**src/rtl/fifo_pkg.sv**
```systemverilog
// Shared definitions for the FIFO read-side adapter and its FIFO:
// draining-state encoding and the default word width.
package fifo_pkg;

    localparam int FIFO_DATA_WIDTH = 8;

    typedef enum logic [1:0] {
        IDLE = 2'd0,
        RUN  = 2'd1,
        HALT = 2'd2
    } state_t;

endpackage

```
**src/rtl/fifo_rd_stream_adapter_if.sv**
```systemverilog
// Bundles the FIFO read port and the output valid/ready stream of the adapter.
// master is the adapter's view; slave is the FIFO-plus-consumer environment.
interface fifo_rd_stream_adapter_if
    import fifo_pkg::*;
#(
    parameter int DATA_WIDTH = FIFO_DATA_WIDTH
);

    logic                  fifo_rd_en;
    logic [DATA_WIDTH-1:0] fifo_rd_data;
    logic                  fifo_empty;
    logic                  fifo_underflow;
    logic                  fifo_parity_error;

    logic                  m_valid;
    logic [DATA_WIDTH-1:0] m_data;
    logic                  m_ready;

    modport master (
        output fifo_rd_en,
        input  fifo_rd_data,
        input  fifo_empty,
        input  fifo_underflow,
        input  fifo_parity_error,
        output m_valid,
        output m_data,
        input  m_ready
    );

    modport slave (
        input  fifo_rd_en,
        output fifo_rd_data,
        output fifo_empty,
        output fifo_underflow,
        output fifo_parity_error,
        input  m_valid,
        input  m_data,
        output m_ready
    );

endinterface

```
**src/rtl/fifo_rd_stream_adapter_buf.sv**
```systemverilog
// Two-entry register FIFO presenting words on a valid/ready stream.
// out_data comes straight from storage, so there is no path from wr_data to out_data.
module stream_skid_buf2 #(
    parameter int DATA_WIDTH = 8
) (
    input  logic                  clk,
    input  logic                  rst_n,
    input  logic                  wr_en,
    input  logic [DATA_WIDTH-1:0] wr_data,
    output logic                  out_valid,
    output logic [DATA_WIDTH-1:0] out_data,
    input  logic                  out_ready,
    output logic [1:0]            occ
);

    logic [DATA_WIDTH-1:0] mem [2];
    logic                  head;
    logic                  tail;
    logic [1:0]            count;
    logic                  pop;
    logic                  wr_accept;

    assign pop       = out_valid & out_ready;
    // With both slots full a write is only legal when the head leaves this cycle.
    assign wr_accept = wr_en & ((count != 2'd2) | pop);

    always_ff @(posedge clk) begin
        if (!rst_n) begin
            mem[0] <= '0;
            mem[1] <= '0;
            head   <= 1'b0;
            tail   <= 1'b0;
            count  <= 2'd0;
        end else begin
            if (wr_accept) begin
                mem[tail] <= wr_data;
                tail      <= ~tail;
            end
            if (pop) begin
                head <= ~head;
            end
            case ({wr_accept, pop})
                2'b10:   count <= count + 2'd1;
                2'b01:   count <= count - 2'd1;
                default: count <= count;
            endcase
        end
    end

    assign out_valid = (count != 2'd0);
    assign out_data  = mem[head];
    assign occ       = count;

endmodule

```
**src/rtl/fifo_rd_stream_adapter.sv**
```systemverilog
// Read-side master for fifo_with_error_detection: drains the FIFO into a 2-entry
// stream buffer, counts delivered words and latches FIFO error flags.
module fifo_rd_stream_adapter
    import fifo_pkg::*;
#(
    parameter int DATA_WIDTH   = FIFO_DATA_WIDTH,
    parameter int CNT_WIDTH    = 16,
    parameter bit HALT_ON_PERR = 1'b1
) (
    input  logic                   clk,
    input  logic                   rst_n,
    input  logic                   drain_en,
    input  logic                   err_clr,
    fifo_rd_stream_adapter_if.master bus,
    output logic                   sticky_underflow,
    output logic                   sticky_parity,
    output logic                   halted,
    output logic [CNT_WIDTH-1:0]   word_cnt
);

    state_t     state;
    state_t     state_next;
    logic       inflight;
    logic       pop;
    logic       rd_issue;
    logic [1:0] occ;
    logic [2:0] slots_after;

    always_ff @(posedge clk) begin
        if (!rst_n) begin
            state <= IDLE;
        end else begin
            state <= state_next;
        end
    end

    // A parity error outranks a drain_en drop so the fault is never missed.
    always_comb begin
        state_next = state;
        case (state)
            IDLE: begin
                if (drain_en) begin
                    state_next = RUN;
                end
            end
            RUN: begin
                if (HALT_ON_PERR && bus.fifo_parity_error) begin
                    state_next = HALT;
                end else if (!drain_en) begin
                    state_next = IDLE;
                end
            end
            HALT: begin
                if (err_clr) begin
                    state_next = IDLE;
                end
            end
            default: state_next = IDLE;
        endcase
    end

    assign pop = bus.m_valid & bus.m_ready;

    // Slots still claimed after this cycle; issue only if one stays free.
    assign slots_after = {1'b0, occ} + {2'b00, inflight} - {2'b00, pop};
    assign rd_issue    = (state == RUN) & ~bus.fifo_empty & (slots_after <= 3'd1);
    assign bus.fifo_rd_en = rd_issue;

    always_ff @(posedge clk) begin
        if (!rst_n) begin
            inflight <= 1'b0;
        end else begin
            inflight <= rd_issue;
        end
    end

    stream_skid_buf2 #(
        .DATA_WIDTH (DATA_WIDTH)
    ) u_buf (
        .clk       (clk),
        .rst_n     (rst_n),
        .wr_en     (inflight),
        .wr_data   (bus.fifo_rd_data),
        .out_valid (bus.m_valid),
        .out_data  (bus.m_data),
        .out_ready (bus.m_ready),
        .occ       (occ)
    );

    always_ff @(posedge clk) begin
        if (!rst_n) begin
            sticky_underflow <= 1'b0;
            sticky_parity    <= 1'b0;
        end else begin
            if (bus.fifo_underflow) begin
                sticky_underflow <= 1'b1;
            end else if (err_clr) begin
                sticky_underflow <= 1'b0;
            end
            if (bus.fifo_parity_error) begin
                sticky_parity <= 1'b1;
            end else if (err_clr) begin
                sticky_parity <= 1'b0;
            end
        end
    end

    always_ff @(posedge clk) begin
        if (!rst_n) begin
            word_cnt <= '0;
        end else if (pop) begin
            word_cnt <= word_cnt + 1'b1;
        end
    end

    assign halted = (state == HALT);

endmodule

```
**src/flat_wrapper.sv**
```systemverilog
// flat-port wrapper written by rule: the top's interface ports become plain ports
module fifo_rd_stream_adapter_flat import fifo_pkg::*;
#(
    parameter int DATA_WIDTH   = FIFO_DATA_WIDTH,
    parameter int CNT_WIDTH    = 16,
    parameter bit HALT_ON_PERR = 1'b1
)
  (clk, rst_n, drain_en, err_clr, sticky_underflow, sticky_parity, halted, word_cnt, bus_fifo_rd_en, bus_fifo_rd_data, bus_fifo_empty, bus_fifo_underflow, bus_fifo_parity_error, bus_m_valid, bus_m_data, bus_m_ready);
  fifo_rd_stream_adapter_if #(.DATA_WIDTH(DATA_WIDTH)) bus_i ();
  input  logic clk;
  input  logic rst_n;
  input  logic drain_en;
  input  logic err_clr;
  output logic sticky_underflow;
  output logic sticky_parity;
  output logic halted;
  output logic [CNT_WIDTH-1:0] word_cnt;
  output wire logic [$bits(bus_i.fifo_rd_en)-1:0] bus_fifo_rd_en;
  input wire logic [$bits(bus_i.fifo_rd_data)-1:0] bus_fifo_rd_data;
  input wire logic [$bits(bus_i.fifo_empty)-1:0] bus_fifo_empty;
  input wire logic [$bits(bus_i.fifo_underflow)-1:0] bus_fifo_underflow;
  input wire logic [$bits(bus_i.fifo_parity_error)-1:0] bus_fifo_parity_error;
  output wire logic [$bits(bus_i.m_valid)-1:0] bus_m_valid;
  output wire logic [$bits(bus_i.m_data)-1:0] bus_m_data;
  input wire logic [$bits(bus_i.m_ready)-1:0] bus_m_ready;
  assign bus_fifo_rd_en = bus_i.fifo_rd_en;
  assign bus_i.fifo_rd_data = bus_fifo_rd_data;
  assign bus_i.fifo_empty = bus_fifo_empty;
  assign bus_i.fifo_underflow = bus_fifo_underflow;
  assign bus_i.fifo_parity_error = bus_fifo_parity_error;
  assign bus_m_valid = bus_i.m_valid;
  assign bus_m_data = bus_i.m_data;
  assign bus_i.m_ready = bus_m_ready;
  fifo_rd_stream_adapter #(.DATA_WIDTH(DATA_WIDTH), .CNT_WIDTH(CNT_WIDTH), .HALT_ON_PERR(HALT_ON_PERR)) u_core (.clk(clk), .rst_n(rst_n), .drain_en(drain_en), .err_clr(err_clr), .bus(bus_i), .sticky_underflow(sticky_underflow), .sticky_parity(sticky_parity), .halted(halted), .word_cnt(word_cnt));
endmodule
```
**config.mk**
```make
export PLATFORM = sky130hd
export DESIGN_NAME = fifo_rd_stream_adapter_flat
export DESIGN_NICKNAME = d
export VERILOG_FILES = /design/src/rtl/fifo_pkg.sv /design/src/rtl/fifo_rd_stream_adapter_if.sv /design/src/rtl/fifo_rd_stream_adapter_buf.sv /design/src/rtl/fifo_rd_stream_adapter.sv /design/src/flat_wrapper.sv
export SDC_FILE = /design/constraint.sdc
export NUM_CORES = 1
export LEC_CHECK = 0
export ABC_AREA = 1
export CAP_MARGIN = 20
export CORE_MARGIN = 3
export CORE_UTILIZATION = 39
export DETAILED_ROUTE_END_ITERATION = 10
export DONT_BUFFER_PORTS = 1
export SLEW_MARGIN = 40
export SYNTH_ARGS = -nofsm -noshare
export SYNTH_HDL_FRONTEND = slang
export SYNTH_HIERARCHICAL = 1
export SYNTH_SLANG_ARGS = --single-unit
```
**constraint.sdc**
```tcl
create_clock -name clk -period 2.8 [get_ports clk]
set_clock_uncertainty 0.05 [all_clocks]
set_input_delay 0.42 -clock clk [delete_from_list [all_inputs] [get_ports clk]]
set_output_delay 0.42 -clock clk [all_outputs]
set_load 0.01 [all_outputs]
```
==> key figures, run 1 <==
CTS
  • Depth of the CTS H-tree: 2
  • TritonCTS sink count: 42
  • CTS clk-pin slew, worst paths: 0.09 ns
  • Clock buffer count from CTS: 5
  • Clk_lat worst skew: 0.30 ns
  • CTS max path bufs: 2
  • CTS Hold Bufs: 0
  • CTS root buf: clkbuf_8
  • CTS tree: done

Global route
  • Largest net degree at the start of global routing: 22
  • Vias in the first global route: 1485
  • Initial antenna violation count: 0
  • Global-route usage over all layers: 14.4%
  • First-pass GRT wire length: 6840 um
  • Grt ovf: 0

Finish
  • Syn-to-layout area delta: 12.5%
  • Util after Layout: 47.3%
  • Share of layout cells above drive strength 1: 22.1%
  • Final Instance Count excl. Fillers: 320
  • Antenna diodes: 0
  • Fill cell count: 516
  • Post-route cell area: 2320 sq um
  • # nets final: 273

Drt
  • Drc violations: 0
  • Vias: 1503
  • First drt pass iteration count: 4
  • Routed length per instance: 13.2 um
  • DRT antenna net count: 0
  • Initial DRC Count: 64
  • Vias per cell: 4.70
  • Final wirelength: 4210 um

Floorplanning
  • Die ar.: 6210 sq um
  • Starting Density: 42.1%
  • Cell Rows: 25
  • Ports: 45
  • CORE AREA: 4910 sq um
  • Die width: 78.8 um
  • Die height: 78.8 um

STA
  • Hold WS: 0.187 ns
  • Pins Over Slew Limit: 0
  • Setup Viol. Count Final: 0
  • Slew @ Worst Pin: 0.363 ns
  • Final period utilization: 97.0%
  • Post-route setup slack: 0.0831 ns
  • Tmin final: 2.72 ns
  • TNS Setup: 0 ns
  • FMAX: 0.368 GHz
  • Final Hold Fails: 0
  • Slew headroom: 75.8%
  • RSZ-0062 raised after global routing: true

Min path
  • Hold path cells: 2
  • Hold endpoint: u_core/word_cnt[11]
  • Worst hold start: rst_n
  • Min-Delay Path Class: input port to flip-flop

Synthesis
  • Yosys top cell area share: 25.2%
  • Post-synthesis xor/xnor area fraction: 1.27%
  • Proportion of synthesized area in mux cells: 4.36%
  • Syn_area_per_cell: 8.58 sq um
  • Largest family of logic cells by synthesized area: simple AND/OR/NAND/NOR gates
  • Mapped Cells: 241
  • Synth Area in Compound Gates: 6.05%
  • Primary FF master, synth: dfxtp_1
  • EDFF count, synth: 16
  • Sequential area share after synthesis: 48.4%
  • Asr flop ratio synth: 0%
  • Synth Area in Adders: 3.39%
  • Simple-gate portion of the synthesized area: 28.2%
  • Warnings, synthesis: 6
  • Syn nets: 262
  • Synthesized area: 2070 sq um
  • Post-synth cell types: 30
  • Area leader, netlist: dfxtp_1
  • Synth area leaders: dfxtp_1 25%, edfxtp_1 23%, nor2_1 8.4%
  • Post-synthesis register bit count: 42

Setup path
  • R2R Setup Slk: 0.82 ns
  • Number of buffers and inverters on the critical path: 5
  • Cell family with most CP delay: adder cells
  • Crit end category: output port
  • Most used cell, CP: inv_2
  • Critical path class: flip-flop to output port
  • Reg-to-Reg Start: u_core/u_buf/occ[0]
  • Worst r2r dst: u_core/inflight
  • WP data arrival: 2.25 ns
  • Worst Setup SP: u_core/u_buf/occ[0]
  • CP peak stage delay: 0.51 ns
  • Setup crit start kind: flip-flop
  • WP data required: 2.33 ns
  • Cell Chain, Critical Path: inv_4 > nand2_4 > nand2_2 > inv_2 > ha_4 > inv_2 > ha_4 > inv_2 > fa_1 > nand2_2 > nor3_2 > buf_4
  • CP Max Fanout: 4
  • CP max stage cell: fa_1
  • Reg2Reg Depth: 11

Pwr
  • Pleak: 0.954 nW
  • P per Cell Area: 499 nW/um^2
  • Peak supply drop: 0.000286 V
  • Power consumption: 1.16 mW

Run status
  • Status: completed

Placed design
  • DPL Wire Length: 2950 um
  • GPL Wtd Cong: 0.761
  • IO Port Bufs: 0
  • Post-placement setup slack: 0.215 ns
  • Placed cell count: 309
  • Area after DPL: 2170 sq um

Job
  • Total of max-cap violations: 0
## where the power goes
group	internal, mW	switching, mW
Clock	0.175	0.215
Combinational	0.0415	0.0610
Sequential	0.652	0.0155
Total	0.868	0.291
## worst register-to-register path: stages (launching register included)
cell and delay (ns):
dfxtp_4 0.37, inv_4 0.04, nand2_4 0.10, nand2_2 0.07, inv_2 0.07, ha_4 0.19
inv_2 0.06, ha_4 0.12, inv_2 0.03, fa_1 0.51, nand2_2 0.07, nor4_1 0.23
## cells in the final DEF, fill, tap and decap left out, types with 7 or more instances in the layout
cell,synthesis,layout
buf_4,0,7
nand2_1,37,36
nor2_1,46,46
edfxtp_1,16,16
inv_1,37,33
mux2_2,8,8
nand3_1,9,9
a21oi_1,12,12
inv_2,5,8
dfxtp_1,26,24
## layer usage
metal	global-route usage (%)	share of wire, %
met1	16.2	43
met4	5.59	1.4
met2	23.9	50
met3	6.24	6.4
met5	0	0
## synthesized netlist by cell type, types with 2 or more instances
| master | number |
|---|---|
| inv_2 | 5 |
| nand2_1 | 37 |
| o21ai_2 | 2 |
| dfxtp_1 | 26 |
| mux2_2 | 8 |
| nor2_2 | 3 |
| buf_2 | 2 |
| nand4_1 | 2 |
| edfxtp_1 | 16 |
| a21oi_1 | 12 |
| nor2_4 | 2 |
| nor2_1 | 46 |
| nand4_4 | 2 |
| inv_1 | 37 |
| nor3_1 | 4 |
| nand2_2 | 5 |
| nand3_1 | 9 |
| ha_1 | 4 |
| o21ai_0 | 5 |
| xor2_1 | 3 |
| nor3b_1 | 2 |
## repair_timing
item                       in CTS  in global routing
setup buffers                   1                  2
gates cloned                    0                  0
pin swaps                       0                  6
gates resized for setup         5                  9
setup endpoints to repair       1                  1
## registers in the layout (all words and copies together) (netlist names), named ones only
signal                   flops
u_core/u_buf/head            1
u_core/u_buf/mem            16
u_core/inflight              1
u_core/state                 2
u_core/u_buf/tail            1
u_core/sticky_parity         1
u_core/word_cnt             16
u_core/sticky_underflow      1
u_core/u_buf/occ             2
## layout make-up
class	count	area [sq um]	share of cell area, %
clock buffers	5	68.8	2.96
flip-flops and latches	42	1010	43.3
clock inverters	3	21.3	0.915
inverters	42	160	6.89
multi-input cells	154	932	40.1
well taps	67	83.8	3.61
repair buffers	7	52.6	2.26
## cell families (layout without fill, tap and decap cells)
family | count (synthesis) | after routing
AND/OR/NAND/NOR | 116 | 116
flip-flops | 42 | 42
adder cells (fa/ha/maj) | 5 | 5
multiplexers | 8 | 8
XOR/XNOR | 3 | 3
buffers and inverters | 45 | 57
AO/OA/AOI/OAI | 22 | 22
## worst max-delay path by stage
stage | endpoint | slack (ns) | cells after the start
final | bus_fifo_rd_en | 0.08 | 12
after global routing | bus_fifo_rd_en | -0.04 | 12
after CTS | bus_fifo_rd_en | 0.01 | 12
after detailed placement | bus_fifo_rd_en | 0.22 | 12
after global placement | bus_fifo_rd_en | 0.27 | 12
after floorplan | bus_fifo_rd_en | 0.11 | 11
Power figures use the tool's default switching activity.
==> inputs of run 2 (changes only) <==
--- a/config.mk
+++ b/config.mk
@@ -6,9 +6,8 @@
 export NUM_CORES = 1
 export LEC_CHECK = 0
 export ABC_AREA = 1
-export CAP_MARGIN = 20
-export CORE_MARGIN = 3
-export CORE_UTILIZATION = 39
+export CORE_MARGIN = 10
+export CORE_UTILIZATION = 40
 export DETAILED_ROUTE_END_ITERATION = 10
 export DONT_BUFFER_PORTS = 1
 export SLEW_MARGIN = 40
==> run 2 against run 1 <==
Sequential share of layout area decreased by 1.9 points. Cell area increased by 4.5%. Count of clock-buffer cells in the layout unchanged. Largest cell class unchanged. Clock power increased by 25%. Highest routed layer unchanged. Largest power group unchanged.
==> key figures, run 2 (synthesis results as in run 1) <==
STA
  • Slew @ Worst Pin: 0.350 ns (-0.0126 ns)
  • TNS Setup: 0 ns (unchanged)
  • Hold WS: 0.176 ns (-0.0116 ns)
  • Final Hold Fails: 0 (unchanged)
  • Final period utilization: 98.0% (+1.0 points)
  • Post-route setup slack: 0.0549 ns (-0.0282 ns)
  • Setup Viol. Count Final: 0 (unchanged)
  • RSZ-0062 raised after global routing: true
  • Pins Over Slew Limit: 0 (unchanged)
  • Slew headroom: 76.1% (+0.27 points)
  • Tmin final: 2.75 ns (+0.0282 ns)
  • FMAX: 0.364 GHz (-1.0%)

Setup path
  • Reg2Reg Depth: 17 (+6)
  • R2R Setup Slk: 0.21 ns (-0.61 ns)
  • WP data required: 2.33 ns (about the same)
  • Crit end category: output port
  • Reg-to-Reg Start: u_core/u_buf/occ[0]
  • CP Max Fanout: 4 (unchanged)
  • Setup crit start kind: flip-flop
  • WP data arrival: 2.28 ns (+0.03 ns)
  • Critical path class: flip-flop to output port
  • Worst r2r dst: u_core/inflight

Global route
  • Largest net degree at the start of global routing: 22 (unchanged)
  • First-pass GRT wire length: 7430 um (+8.6%)
  • Vias in the first global route: 1530 (+3.0%)
  • Global-route usage over all layers: 11.0% (-3.4 points)
  • Initial antenna violation count: 0 (unchanged)
  • Met3 global-route usage: 4.73% (-1.5 points)
  • Top Usage Layer GRT: met2
  • Global-route track usage on met1: 11.6% (-4.6 points)
  • M2 GR Usage: 19.1% (-4.9 points)
  • Grt ovf: 0 (unchanged)

Pwr
  • Pleak: 0.993 nW (+4.1%)
  • Power consumption: 1.28 mW (+10%)
  • P per Cell Area: 525 nW/um^2 (+5.3%)
  • Peak supply drop: 0.000195 V (-32%)

CTS
  • CTS max path bufs: 2 (unchanged)
  • TritonCTS sink count: 42 (unchanged)
  • CTS clk-pin slew, worst paths: 0.08 ns (about the same)
  • CTS tree: done
  • Depth of the CTS H-tree: 2 (unchanged)
  • Clk_lat worst skew: 0.30 ns (about the same)
  • Clock buffer count from CTS: 5 (unchanged)
  • CTS root buf: clkbuf_8
  • CTS Hold Bufs: 0 (unchanged)

Floorplanning
  • Cell Rows: 26 (+4.0%)
  • Die ar.: 8440 sq um (+36%)
  • Ports: 45 (unchanged)
  • CORE AREA: 5070 sq um (+3.3%)
  • Starting Density: 40.7% (-1.4 points)
  • Die width: 91.9 um (+17%)
  • Die height: 91.9 um (+17%)

Min path
  • Worst hold start: rst_n
  • Hold endpoint: u_core/word_cnt[10]
  • Min-Delay Path Class: input port to flip-flop
  • Hold path cells: 2 (unchanged)

Drt
  • Vias per cell: 4.62 (-1.5%)
  • Final wirelength: 4620 um (+9.8%)
  • Routed length per instance: 14.0 um (+6.5%)
  • Drc violations: 0 (unchanged)
  • DRT antenna net count: 0 (unchanged)
  • First drt pass iteration count: 4 (unchanged)
  • Vias: 1526 (+1.5%)
  • Initial DRC Count: 41 (-36%)

Finish
  • Top Registers: u_core/u_buf/mem x16, u_core/word_cnt x16
  • Syn-to-layout area delta: 17.6%
  • Register area: 1010 sq um (unchanged)
  • Fill cell count: 524 (+1.6%)
  • Most frequent cells in the layout: 46 x nor2_1, 36 x nand2_1, 34 x inv_1
  • Area of the multi-input gates: 955 sq um (+2.4%)
  • Antenna diodes: 0 (unchanged)
  • Commonest non-fill, non-tap cell in the layout: nor2_1
  • # nets final: 280 (+2.6%)
  • Share of layout cells above drive strength 1: 24.6% (+2.5 points)

Job
  • Total of max-cap violations: 0 (unchanged)

Placed design
  • IO Port Bufs: 0 (unchanged)
  • DPL Wire Length: 3350 um (+14%)
  • Post-placement setup slack: 0.187 ns (-0.0277 ns)
  • GPL Wtd Cong: 0.731 (-3.9%)

Run status
  • Status: completed
-- run 2: worst max-delay path by stage --
stage	from	endpoint	depth (start not counted)
final	u_core/u_buf/occ[0]	bus_fifo_rd_en	12
after global routing	u_core/u_buf/occ[0]	bus_fifo_rd_en	12
after CTS	u_core/u_buf/occ[0]	bus_fifo_rd_en	12
after detailed placement	u_core/u_buf/occ[0]	bus_fifo_rd_en	12
after global placement	u_core/u_buf/occ[0]	bus_fifo_rd_en	12
after floorplan	u_core/u_buf/occ[1]	bus_fifo_rd_en	11
-- run 2: report_power, final --
group          internal [mW]  leakage [nW]  total (mW)  switching [mW]
registers              0.652         0.377       0.668          0.0159
clock network          0.265        0.0504       0.486           0.220
logic                 0.0547         0.565       0.124          0.0689
-- run 2: metal layers --
metal | share of wire, % | vias up
met4 | 1.4 | 0
met2 | 50 | 36
met3 | 6.9 | 6
met5 | 0 | -
met1 | 42 | 685
li1 | - | 799
-- run 2: repair_timing --
action	in CTS	in global routing
gates cloned	0	0
gates resized for setup	5	12
setup endpoints to repair	1	2
hold endpoints to repair	0	0
buffers inserted	8	2
pin swaps	4	7
-- run 2: per-stage QoR --
step                      cell area [sq um]  util (%)  std cells
after floorplan                        2070         -        241
after global placement                 2170      42.8        312
after detailed placement               2170      42.8        312
after CTS                              2360      46.5        328
after global routing                   2430      47.9        330
final                                  2430      47.9        330
-- run 2: critical path, stage by stage, from the launching register on --
cell and delay, ns:
dfxtp_4 0.37, inv_4 0.04, nand2_4 0.08, nand2_2 0.07
inv_2 0.07, ha_4 0.20, inv_4 0.05, ha_4 0.11
inv_2 0.03, fa_1 0.43, xor2_2 0.22, nor3_2 0.14
buf_4 0.15
-- run 2: final cells by class --
cell class                      count  share of cell area, %
Sequential cell                    42                   41.4
Inverter                           42                   6.69
Timing Repair Buffer               14                   4.33
Multi-Input combinational cell    154                   39.3
Clock inverter                      3                   1.85
Clock buffer                        5                   2.83
Tap cell                           70                   3.60
